===== src/rtl/mole_hit_sensor.sv =====
// Per-channel switch conditioner: 2-flop sync, press/release debounce, and
// gating of press pulses against the mole electromagnet, with a saturating miss count.
module mole_hit_sensor #(
  parameter int N_MOLE     = 3,
  parameter int DEB_CYCLES = 1000000,
  parameter int CNT_W      = 20
) (
  input  logic              clk,
  input  logic              rst,
  input  logic [N_MOLE-1:0] sw_raw,
  input  logic [N_MOLE-1:0] mole_en,
  output logic [N_MOLE-1:0] bt_mole,
  output logic [N_MOLE-1:0] bt_level,
  output logic [7:0]        miss_cnt
);

  typedef enum logic [1:0] {IDLE, PRESS_WAIT, PRESSED, RELEASE_WAIT} state_t;

  localparam logic [CNT_W-1:0] DEB_LAST = CNT_W'(DEB_CYCLES - 1);
  localparam logic [CNT_W-1:0] CNT_ONE  = CNT_W'(1);

  logic [N_MOLE-1:0] s1_q, s2_q;
  state_t            state_q [N_MOLE];
  state_t            state_d [N_MOLE];
  logic [CNT_W-1:0]  cnt_q   [N_MOLE];
  logic [CNT_W-1:0]  cnt_d   [N_MOLE];
  logic [N_MOLE-1:0] done_d, done_q, en_q;
  logic [N_MOLE-1:0] level_d;
  logic [N_MOLE-1:0] bt_mole_q, bt_level_q;
  logic [7:0]        miss_q;

  function automatic logic [7:0] popcount(input logic [N_MOLE-1:0] v);
    logic [7:0] n;
    n = '0;
    for (int i = 0; i < N_MOLE; i++) n = n + 8'(v[i]);
    return n;
  endfunction

  function automatic logic [7:0] sat_add(input logic [7:0] a, input logic [7:0] b);
    logic [8:0] s;
    s = {1'b0, a} + {1'b0, b};
    return s[8] ? 8'hFF : s[7:0];
  endfunction

  always_comb begin
    done_d  = '0;
    level_d = '0;
    for (int i = 0; i < N_MOLE; i++) begin
      state_d[i] = state_q[i];
      cnt_d[i]   = cnt_q[i];
      level_d[i] = (state_q[i] == PRESSED) || (state_q[i] == RELEASE_WAIT);
      case (state_q[i])
        IDLE: begin
          if (s2_q[i]) begin
            state_d[i] = PRESS_WAIT;
            cnt_d[i]   = CNT_ONE;
          end else begin
            cnt_d[i] = '0;
          end
        end
        PRESS_WAIT: begin
          if (!s2_q[i]) begin
            state_d[i] = IDLE;
            cnt_d[i]   = '0;
          end else if (cnt_q[i] == DEB_LAST) begin
            state_d[i] = PRESSED;
            cnt_d[i]   = '0;
            done_d[i]  = 1'b1;
          end else begin
            cnt_d[i] = cnt_q[i] + CNT_ONE;
          end
        end
        PRESSED: begin
          if (!s2_q[i]) begin
            state_d[i] = RELEASE_WAIT;
            cnt_d[i]   = CNT_ONE;
          end else begin
            cnt_d[i] = '0;
          end
        end
        RELEASE_WAIT: begin
          if (s2_q[i]) begin
            state_d[i] = PRESSED;
            cnt_d[i]   = '0;
          end else if (cnt_q[i] == DEB_LAST) begin
            state_d[i] = IDLE;
            cnt_d[i]   = '0;
          end else begin
            cnt_d[i] = cnt_q[i] + CNT_ONE;
          end
        end
        default: begin
          state_d[i] = IDLE;
          cnt_d[i]   = '0;
        end
      endcase
    end
  end

  // Press completion and the mole_en sample are registered together, then gated one edge later.
  always_ff @(posedge clk) begin
    if (rst) begin
      s1_q       <= '0;
      s2_q       <= '0;
      done_q     <= '0;
      en_q       <= '0;
      bt_mole_q  <= '0;
      bt_level_q <= '0;
      miss_q     <= '0;
      for (int i = 0; i < N_MOLE; i++) begin
        state_q[i] <= IDLE;
        cnt_q[i]   <= '0;
      end
    end else begin
      s1_q       <= sw_raw;
      s2_q       <= s1_q;
      done_q     <= done_d;
      en_q       <= mole_en;
      bt_mole_q  <= done_q & ~en_q;
      bt_level_q <= level_d;
      miss_q     <= sat_add(miss_q, popcount(done_q & en_q));
      for (int i = 0; i < N_MOLE; i++) begin
        state_q[i] <= state_d[i];
        cnt_q[i]   <= cnt_d[i];
      end
    end
  end

  assign bt_mole  = bt_mole_q;
  assign bt_level = bt_level_q;
  assign miss_cnt = miss_q;

endmodule


===== config.mk =====
export PLATFORM = sky130hd
export DESIGN_NAME = mole_hit_sensor
export DESIGN_NICKNAME = d
export VERILOG_FILES = /design/src/rtl/mole_hit_sensor.sv
export SDC_FILE = /design/constraint.sdc
export NUM_CORES = 1
export LEC_CHECK = 0
export ABC_AREA = 1
export CAP_MARGIN = 30
export CORE_ASPECT_RATIO = 1.1
export CORE_MARGIN = 10
export CORE_UTILIZATION = 60
export CTS_CLUSTER_DIAMETER = 50
export DETAILED_ROUTE_END_ITERATION = 8
export PLACE_DENSITY = 0.8
export SYNTH_ARGS = -nofsm -noshare
export SYNTH_HDL_FRONTEND = slang
export SYNTH_SLANG_ARGS = --single-unit

===== constraint.sdc =====
create_clock -name clk -period 6.1 [get_ports clk]
set_input_delay 1.22 -clock clk [delete_from_list [all_inputs] [get_ports clk]]
set_output_delay 1.22 -clock clk [all_outputs]
set_load 0.05 [all_outputs]

======== Word level (Yosys, flattened, before mapping) ========
Memory sizes are Yosys's and may differ from the RTL's.
Index checks and enable logic that the tools add are counted.
word-level totals
  bits in registers ....................... 26
  bits in writable memories ............... 66
  input port bits ......................... 8
  output and inout port bits .............. 14
  logic and storage cells ................. 105
  memories ................................ 2
memory list
  name     words  width  read ports  clocked after Yosys merged registers in  write ports  line  RTL
  cnt_q    3      20     3           0                                        3            25    logic [CNT_W-1:0] cnt_q [N_MOLE];
  state_q  3      2      3           0                                        3            23    state_t state_q [N_MOLE];
operators by class
  add/subtract/negate cells ............... 6
  eq/ne operators ......................... 12
  multiplexer cells ....................... 52
  bitwise logic cells ..................... 15
  reduce and logical (&&, ||, !) cells .... 9
operators with widths
  cell                   count
  $mux 20                12
  $pmux 20 s4            3
  $add 20x1->20 const B  3
  $eq 20x20->1 const B   3
  $mux 2                 21
  $pmux 2 s4             3
  $eq 2x2->1 const B     6
  $mux 1                 12
  $add 8x3->9            1
  $reduce_or 3->1        3
  $mux 8                 1
  $and 3x3->3            2
  $eq 2x1->1 const B     3
  $logic_not 2->1        3
  $not 1->1              6
  $or 1x1->1             6
  $add 2x1->3            1
  $logic_or 1x1->1       3
  $not 3->3              1
  $add 1x1->2            1

======== Longest topological paths before layout ========
An unclocked memory read counts as a cell.
  depth in word-level cells ............... 6
  depth in mapped cells ................... 11
  mapped depth without buffers ............ 11

======== Least setup slack after synthesis ========
OpenSTA, ideal clock, no wires.
  path type ............................... reg-to-reg
  start point ............................. reg miss_q[0] (netlist: miss_cnt[0])
  end point ............................... reg miss_q[3] (netlist: miss_cnt[3])
  library setup time ...................... 0.111 ns
  data arrival time ....................... 2.459 ns
  required time ........................... 5.989 ns
  slack ................................... 3.530 ns
  cell stages (with the launch flop) ...... 12
  path buffers ............................ 0
  period minus slack after synthesis ...... 2.570 ns
  path through ............................ dfxtp_1 inv_1 fa_1 inv_1 ha_1 fa_1 nand3_1 nor3_2 nand3_1 o21ai_0 nand2_1 inv_1
between the ends
  word-level cells in the longest chain between the ends .. 2
ends and longest elaborated chain
  what                    line  RTL
  from (decl)             30    logic [7:0] miss_q;
  from (signal assigned)  121   miss_q <= sat_add(miss_q, popcount(done_q & en_q));
  $add 8x3->9             41    s = {1'b0, a} + {1'b0, b};
  $mux 8                  42    return s[8] ? 8'hFF : s[7:0];
Every way passes these cells.
A chain may end at the register's enable or synchronous reset.

======== Final worst setup path ========
  start point ............................. reg miss_q[4] (netlist: miss_cnt[4])
  end point ............................... out miss_cnt[4]
RTL lines
  what       line  RTL
  to (decl)  14    output logic [7:0] miss_cnt
No word-level cell between the ends.

==> out/qor.csv <==
stage,metric,value,unit
placement,portBuffers,21,
power,p_total,1.01,mW
yosys,synth_commonest_cells,"nand2_1 (141), nor2_1 (140), dfxtp_1 (92)",
finish,utilization,0.684,
die,io_pins,22,
cts,cts_buffers,9,
die,die_area,0.0112,sq mm
route,first_pass_iters,5,
yosys,synth_flop_cell,dfxtp_1,
yosys,post-synth-top-count-cell,nand2_1,
route,ant_nets,0,
cts,path_clk_slew,0.10,ns
sta,skew,0.0145,ns
critical_path,arrival,1.66,ns
sta,drv_slew,0,
min_path,whs_path_depth,2,
yosys,syn-instance-count,610,
route,wl_per_cell,11.6,um
critical_path,crit_slowest_cell,clkdlybuf4s50_1,
placement,dp_hpwl,6220,um
die,die_x,102,um
finish,final_area,0.00485,sq mm
power,leakagePower,1.71,nW
yosys,syn_area,0.00440,sq mm
placement,gp_congestion,0.867,
placement,postPlaceCellArea,0.00467,sq mm
cts,cts_tree,yes,
finish,instances_no_fill,727,
cts,cts-resized-gates,0,
yosys,async_flop_share,0,
finish,regArea,0.00184,sq mm
critical_path,crit_type,flop to output port,
route,wl,8420,um
critical_path,critPathCaptureType,output port,
sta,holdWs,0.416,ns
min_path,hold_path_class,flop to flop,
die,core-area,0.00709,sq mm
sta,setup_viol,0,
yosys,syn_nets,625,
sta,max_slew_margin,0.663,
finish,num_antenna_cells,0,
yosys,syn_avg_cell_area,7.21,sq um
critical_path,cp_top_family,buffers and inverters,
sta,period_share,0.473,
critical_path,crit_buf_inv,1,
die,initial_utilization,0.620,
cts,clkLatencyLatePin,0.36,ns
yosys,netlist_top_cells_area,"dfxtp_1 (42%), nand2_1 (12%), nor2_1 (12%)",
global_route,busiest_layer,met2,
route,drc,0,
die,die_y,110,um
yosys,synth_top_cell_by_area,dfxtp_1,
placement,dp.cells,711,
cts,h-tree-depth,3,
global_route,grt_usage,0.160,
route,vias,3709,
critical_path,path_cells,clkdlybuf4s50_1,
finish,final_net_count,652,
yosys,yosys_warnings,0,
global_route,antenna_found_initial,0,
placement,place_ws,3.19,ns
sta,rsz0062_at_grt,false,
critical_path,path_max_fanout,6,
cts,cts_setup_buffers,0,
run,cap_violations,0,
critical_path,crit_required,4.88,ns
critical_path,crit_start,miss_cnt[4],
finish,areaGrowthSynthToFinish,10.3,%
cts,cts_max_path_buffers,2,
critical_path,r2r-start,en_q[2],
power,peakVddDrop,0.148,mV
global_route,grt_overflow_total,0,
global_route,met2_usage,0.287,
critical_path,cpPeakStageDelay,0.85,ns
global_route,met3_usage,0.0308,
route,vias_per_cell,5.10,
yosys,synth_top_area_frac,0.419,
min_path,hold_start,s1_q[2],
finish,multiInputGateArea,0.00223,sq mm
global_route,grt_pass1_vias,3552,
sta,finalHoldViolCount,0,
finish,final_layout_size_suffix_gt1_frac,0.0826,
yosys,ys_ff_latch,92,
finish,fillCellCount,595,
critical_path,reg2reg_slack,3.71,ns
critical_path,cp-start-kind,flop,
die,rows,32,
yosys,ys_seq_area_frac,0.419,
sta,max_freq,347,MHz
sta,worstMarginPinSlew,0.504,ns
global_route,grt_max_degree,25,
yosys,synthDistinctLibCells,38,
critical_path,r2r-end,miss_cnt[3],
route,drt-initial-drc-count,158,
global_route,use_met1,0.180,
run_status,status,completed,
sta,fin_ws,3.22,ns
min_path,holdPathEnd,s2_q[2],
cts,cts_root_buf,clkbuf_8,
yosys,synth_edf_count,0,
power,power_density,208,mW/mm^2
cts,cts.sinks,92,
sta,tns,0,ns
sta,period_needed,2.88,ns
critical_path,r2r_cells,11,
global_route,grt_pass1_wl,14800,um
cts,cts_hold_buf,0,
## sequential cells by signal, summed over array words and instances (netlist names), named ones only
signal	flops
s2_q	3
miss_cnt	8
bt_level	3
bt_mole	3
s1_q	3
done_q	3
cnt_q	60
state_q	3
en_q	3
## final cells by class
| class | instances | area share |
|---|---|---|
| clock buffers | 9 | 0.0255 |
| clock inverters | 7 | 0.0119 |
| inverters | 71 | 0.0555 |
| multi-input cells | 441 | 0.461 |
| flip-flops and latches | 92 | 0.380 |
| well taps | 85 | 0.0219 |
| repair buffers | 22 | 0.0449 |
## power by group
part	internal, mW	switching, mW	leakage (nW)
clock	0.154	0.227	0.0881
combinational	0.00810	0.00983	0.875
sequential	0.605	0.00340	0.743
## metal layers
layer | wire length (um) | vias up
met2 | 4300 | 52
met4 | 147 | 0
met5 | 0 | -
met1 | 3750 | 1701
li1 | - | 1939
met3 | 218 | 17
## placed cells by master (no fill, tap or decap), drive strengths merged, types with 2 or more instances in the layout
master / synthesis / routed
nor2: 160 / 160
nand2: 145 / 145
dfxtp: 92 / 92
inv: 70 / 73
nand3: 36 / 36
xor2: 30 / 30
clkdlybuf4s50: 0 / 21
xnor2: 13 / 13
nand4: 13 / 13
nor3: 11 / 11
a21oi: 10 / 10
clkbuf: 3 / 9
o21ai: 6 / 6
ha: 5 / 5
clkinv: 1 / 3
a31oi: 2 / 2
fa: 2 / 2
clkinvlp: 0 / 2
nand3b: 2 / 2
## how the worst max path moves through the flow
stage                     slack (ns)            to  cells past startpoint
after floorplan                 3.53   miss_cnt[3]                     11
after global placement          3.22  cnt_q[0][30]                      5
after detailed placement        3.19  cnt_q[0][36]                      5
after CTS                       3.20   miss_cnt[4]                      1
after global routing            3.14   miss_cnt[3]                      1
final                           3.22   miss_cnt[4]                      1
## cell families after synthesis
kind of cell               count (synthesis)  synth area share
AOI/OAI and AO/OA                         21            0.0265
xor gates and xnor gates                  43            0.0857
adders and majority gates                  7            0.0233
buffers and inverters                     77            0.0729
DFF                                       92             0.419
and+or+nand+nor                          370             0.373
Note: power is estimated with default switching activity, not from simulation.
